<file path="src/rtl/gf180mcu_fd_sc_mcu7t5v0__muxn_sync.sv">
// Registered NIN:1 mux whose select changes only through a SREQ/SACK handshake,
// with a programmable break-before-make gap (Z held at zero) between channels.
// Latency: I to Z is 1 cycle; a select change commits GAP cycles after the request edge.
// Backpressure: while BUSY is high, new SREQ pulses are dropped (no queueing).
// Optional macro GF180MCU_FD_SC_MCU7T5V0__MUXN_SYNC_PARITY_EN adds ZP = ^Z (registered).
// Ports: CLK, RN (async active-low), I (NIN*W channel data), S/SREQ (select request),
//        SACK/SERR (one-cycle result pulses), BUSY (gap in progress), SCUR (committed select), Z.
module gf180mcu_fd_sc_mcu7t5v0__muxn_sync #(
  parameter int NIN = 4,
  parameter int W   = 1,
  parameter int GAP = 2,
  localparam int SW = (NIN > 1) ? $clog2(NIN) : 1
) (
  input  logic             CLK,
  input  logic             RN,
  input  logic [NIN*W-1:0] I,
  input  logic [SW-1:0]    S,
  input  logic             SREQ,
  output logic             SACK,
  output logic             SERR,
  output logic             BUSY,
  output logic [SW-1:0]    SCUR,
  output logic [W-1:0]     Z
`ifdef GF180MCU_FD_SC_MCU7T5V0__MUXN_SYNC_PARITY_EN
  ,
  output logic             ZP
`endif
);

  typedef enum logic {ST_ACTIVE, ST_GAP} state_t;

  localparam logic [SW:0] NIN_V    = (SW + 1)'(NIN);
  localparam logic [3:0]  CNT_INIT = (GAP > 0) ? 4'(GAP - 1) : 4'd0;

  state_t          r_state;
  logic [3:0]      r_cnt;
  logic [SW-1:0]   r_pend;
  logic [SW-1:0]   r_scur;
  logic [W-1:0]    r_z;
  logic            r_sack;
  logic            r_serr;
  logic            r_busy;

  logic            w_s_ok;
  logic            w_switch;
  logic [W-1:0]    w_cur_dat;
  logic [W-1:0]    w_req_dat;
  logic [W-1:0]    w_pend_dat;
  logic [W-1:0]    w_z_nxt;

  // Loop-based mux: out-of-range selects (NIN not a power of two) yield zero
  // instead of reading past the end of I.
  function automatic logic [W-1:0] f_pick(input logic [NIN*W-1:0] din,
                                          input logic [SW-1:0]    sel);
    f_pick = '0;
    for (int k = 0; k < NIN; k++) begin
      if (sel == SW'(k)) f_pick = din[k*W +: W];
    end
  endfunction

  assign w_cur_dat  = f_pick(I, r_scur);
  assign w_req_dat  = f_pick(I, S);
  assign w_pend_dat = f_pick(I, r_pend);

  assign w_s_ok   = ({1'b0, S} < NIN_V);
  // A real channel change; only meaningful in ACTIVE with SREQ high.
  assign w_switch = SREQ && w_s_ok && (S != r_scur);

  // Next value of Z; shared by Z and the optional parity bit so both load together.
  always_comb begin
    w_z_nxt = w_cur_dat;
    if (r_state == ST_GAP) begin
      w_z_nxt = (r_cnt == 4'd0) ? w_pend_dat : '0;
    end else if (w_switch) begin
      w_z_nxt = (GAP == 0) ? w_req_dat : '0;
    end
  end

  always_ff @(posedge CLK or negedge RN) begin
    if (!RN) begin
      r_state <= ST_ACTIVE;
      r_cnt   <= 4'd0;
      r_pend  <= '0;
      r_scur  <= '0;
      r_z     <= '0;
      r_sack  <= 1'b0;
      r_serr  <= 1'b0;
      r_busy  <= 1'b0;
    end else begin
      r_z    <= w_z_nxt;
      r_sack <= 1'b0;
      r_serr <= 1'b0;
      case (r_state)
        ST_ACTIVE: begin
          if (SREQ) begin
            if (!w_s_ok) begin
              r_serr <= 1'b1;
            end else if (S == r_scur) begin
              r_sack <= 1'b1;
            end else if (GAP == 0) begin
              r_scur <= S;
              r_sack <= 1'b1;
            end else begin
              r_pend  <= S;
              r_cnt   <= CNT_INIT;
              r_state <= ST_GAP;
              r_busy  <= 1'b1;
            end
          end
        end
        ST_GAP: begin
          // SREQ is deliberately ignored here: the requester waits for SACK.
          if (r_cnt == 4'd0) begin
            r_scur  <= r_pend;
            r_sack  <= 1'b1;
            r_busy  <= 1'b0;
            r_state <= ST_ACTIVE;
          end else begin
            r_cnt <= r_cnt - 4'd1;
          end
        end
        default: r_state <= ST_ACTIVE;
      endcase
    end
  end

`ifdef GF180MCU_FD_SC_MCU7T5V0__MUXN_SYNC_PARITY_EN
  logic r_zp;

  always_ff @(posedge CLK or negedge RN) begin
    if (!RN) r_zp <= 1'b0;
    else     r_zp <= ^w_z_nxt;
  end

  assign ZP = r_zp;
`endif

  assign SACK = r_sack;
  assign SERR = r_serr;
  assign BUSY = r_busy;
  assign SCUR = r_scur;
  assign Z    = r_z;

endmodule
</file>
<file path="config.mk">
export PLATFORM = sky130hd
export DESIGN_NAME = gf180mcu_fd_sc_mcu7t5v0__muxn_sync
export DESIGN_NICKNAME = d
export VERILOG_FILES = /design/src/rtl/gf180mcu_fd_sc_mcu7t5v0__muxn_sync.sv
export SDC_FILE = /design/constraint.sdc
export NUM_CORES = 1
export LEC_CHECK = 0
export BUFFER_PORTS_ARGS = -buffer_cell sky130_fd_sc_hd__buf_2
export CORE_AREA = 2 2 39 41
export DETAILED_ROUTE_END_ITERATION = 10
export DIE_AREA = 0 0 41 43
export GPL_TIMING_DRIVEN = 0
export PLACE_DENSITY_LB_ADDON = 0.05
export SYNTH_ARGS = -nofsm -noshare
export SYNTH_HDL_FRONTEND = slang
export SYNTH_SLANG_ARGS = --single-unit
</file>
<file path="constraint.sdc">
create_clock -name CLK -period 2.1 [get_ports CLK]
set_clock_uncertainty 0.2 [all_clocks]
set_input_delay 0.315 -clock CLK [delete_from_list [all_inputs] [get_ports CLK]]
set_output_delay 0.315 -clock CLK [all_outputs]
set_load 0.02 [all_outputs]
</file>
==> metrics.csv <==
stage,metric,value,unit
status,status,"finished, final reports clean",
final_layout,finalNetCount,81,
synthesis,synth_edf_count,0,
final_layout,final_util,0.516,
detailed_routing,num_vias,427,
final_layout,n_fill_cell,124,
power_and_ir_drop,power.density,1490,nW/um2
detailed_routing,post_drt_via_cell_ratio,5.08,
synthesis,ys_ff_latch,12,
detailed_routing,drtPass1Iterations,2,
final_layout,seq_area,300,um2
synthesis,syn-instance-count,51,
final_layout,antenna_cells,0,
setup_path,required,2.05,ns
synthesis,yosysWarnings,0,
placed_design,hpwl,832,um
floorplanning,die_h,43,um
setup_path,endpoint_kind,flop,
synthesis,synth_compound_area_frac,0.115,
synthesis,synth-xor-area-share,0.0294,
timing,fin_crit_sh,0.914,
placed_design,gp_congestion,0.618,
clock_network,numCtsBuffers,3,
clock_network,clk_path_buf_depth,2,
power_and_ir_drop,irDropWorstVdd,0.621,mV
final_layout,drive_above_1_share,0.353,
floorplanning,design.die.area,1760,um2
synthesis,synth-simple-area-share,0.105,
synthesis,syn_area,597,um2
clock_network,cts_setup_buffers,0,
synthesis,synth_common_cells,"12 x dfrtp_1, 7 x nand2_1, 4 x mux2_2, 4 x o21ai_0",
final_layout,area_growth_syn_to_layout,19.7,%
grt,grt_first_pass_wirelength,1760,um
detailed_routing,drcViolationCount,0,
detailed_routing,ant_nets,0,
timing,slew_violations,0,
power_and_ir_drop,leakagePower,0.345,nW
timing,period_minus_slack,1.92,ns
clock_network,htree_levels,1,
clock_network,clk_latency,0.26,ns
grt,antenna_found_initial,0,
clock_network,root_buffer,clkbuf_4,
synthesis,synth_most_common_cell,dfrtp_1,
min_path,min_path_type,input port to flop,
floorplanning,die_w,41,um
synthesis,synth_top_family_by_area,multiplexers,
placed_design,place.port_buffers,13,
grt,grt_max_degree,13,
synthesis,ys_seq_area_frac,0.503,
floorplanning,ios,15,
floorplanning,rows,14,
synthesis,synth.largest_area_cell,dfrtp_1,
synthesis,synth_area_per_cell,11.7,um2
synthesis,synth_fp_nets,62,
synthesis,async_reset_ff_frac,1.00,
timing,finalSetupViolCount,0,
clock_network,clk_pin_slew_worst_paths,0.07,ns
final_layout,multi_input_area,278,um2
synthesis,synthDistinctLibCells,21,
synthesis,synth_ff_type,dfrtp_1,
synthesis,synth_top_cell_area_share,0.503,
clock_network,cts_tree,done,
synthesis,ys_top_cells_by_area,"dfrtp_1 50%, mux2_2 7.5%, mux4_2 7.5%",
grt,grt_usage,0.153,
grt,grt_pass1_vias,415,
run,drv_cap,0,
detailed_routing,drt-wirelength-per-cell,12.7,um
timing,rsz0062_at_grt,no,
grt,grt-ovfl-total,0,
timing,clock.fmax,521,MHz
floorplanning,core-area,1380,um2
synthesis,synth_fa_ha_area_frac,0.0419,
clock_network,cts_sinks,12,
setup_path,critical_path_arrival,1.87,ns
detailed_routing,drtIter0Drc,4,
setup_path,cp_max_fo,7,
timing,hold_viol_final,0,
setup_path,startpoint_type,flop,
floorplanning,start_util,0.431,
synthesis,synthMuxAreaShare,0.168,
detailed_routing,routed_wl,1070,um
timing,fin_setup_tns,0,ns
setup_path,critPathKind,flop to flop,
critical path, stage by stage (launching register included):
cell	delay, ns
dfrtp_1	0.39
inv_1	0.10
ha_1	0.18
nor3b_2	0.39
nand2_1	0.24
mux2_2	0.32
path summary, 6_finish.rpt:
check                            to  depth (start not counted)  slack, ns     start
max                         SCUR[0]                          5       0.18  r_cnt[0]
min                        r_cnt[3]                          2       0.07      SREQ
max reg2reg                 SCUR[0]                          5       0.18  r_cnt[0]
min reg2reg                    BUSY                          2       0.28      BUSY
max in group asynchronous  r_cnt[1]                          2       1.23        RN
min in group asynchronous  r_cnt[2]                          2       0.25        RN
metal layers:
metal  share of wire  track usage
met1            0.44        0.188
met2            0.51        0.231
met3           0.042       0.0471
met4           0.011       0.0800
met5               0            0
power breakdown:
| group | switching (mW) | leakage [nW] | internal [mW] |
|---|---|---|---|
| clock network | 0.0730 | 0.0138 | 0.0662 |
| registers | 0.0931 | 0.146 | 0.345 |
| logic | 0.252 | 0.185 | 0.237 |
stage by stage:
step	area, um2	worst slack, ns	hold WS, ns	total power [mW]	cells
6_report	714	0.180	0.0725	1.07	84
3_3_place_gp	682	0.166	0.00721	0.929	80
5_1_grt	714	0.0179	0.0818	1.15	84
4_1_cts	714	0.162	0.0678	1.08	84
3_5_place_dp	682	0.154	0.0137	0.941	80
2_1_floorplan	597	0.440	-0.181	0.803	51
cell type report:
cell class,instances,share of cell area
timing repair buffer,14,0.105
clock buffer,3,0.0315
tap,16,0.0280
sequential,12,0.420
inverter,3,0.0158
buffer,1,0.0105
multi-input combinational,35,0.389
kinds of logic (layout without fill, tap and decap cells):
group	after synthesis	after routing
adders and majority gates	2	2
buffers and inverters	4	21
DFF	12	12
AOI/OAI and AO/OA	11	11
other	1	1
and+or+nand+nor	12	12
xor gates and xnor gates	2	2
muxes	7	7
flip-flops by register name, indices dropped and copies added (netlist names):
register,count
r_cnt,4
SCUR,2
r_pend,2
BUSY,1
SACK,1
Z,1
r_state,1
timing repair:
action,in CTS,in global routing
setup endpoints to repair,0,0
gates resized for setup,0,0
hold endpoints to repair,12,0
hold buffers,1,0
cell usage in the layout, fill, tap and decap left out, types with 2 or more instances in the layout:
master    instances
buf_2            13
dfrtp_1          12
nand2_1           7
o21ai_0           4
mux2_2            4
inv_1             3
a21oi_1           3
clkbuf_4          3
xnor2_1           2
mux4_2            2
ha_1              2
No activity file was read; power rests on OpenSTA's default activity.
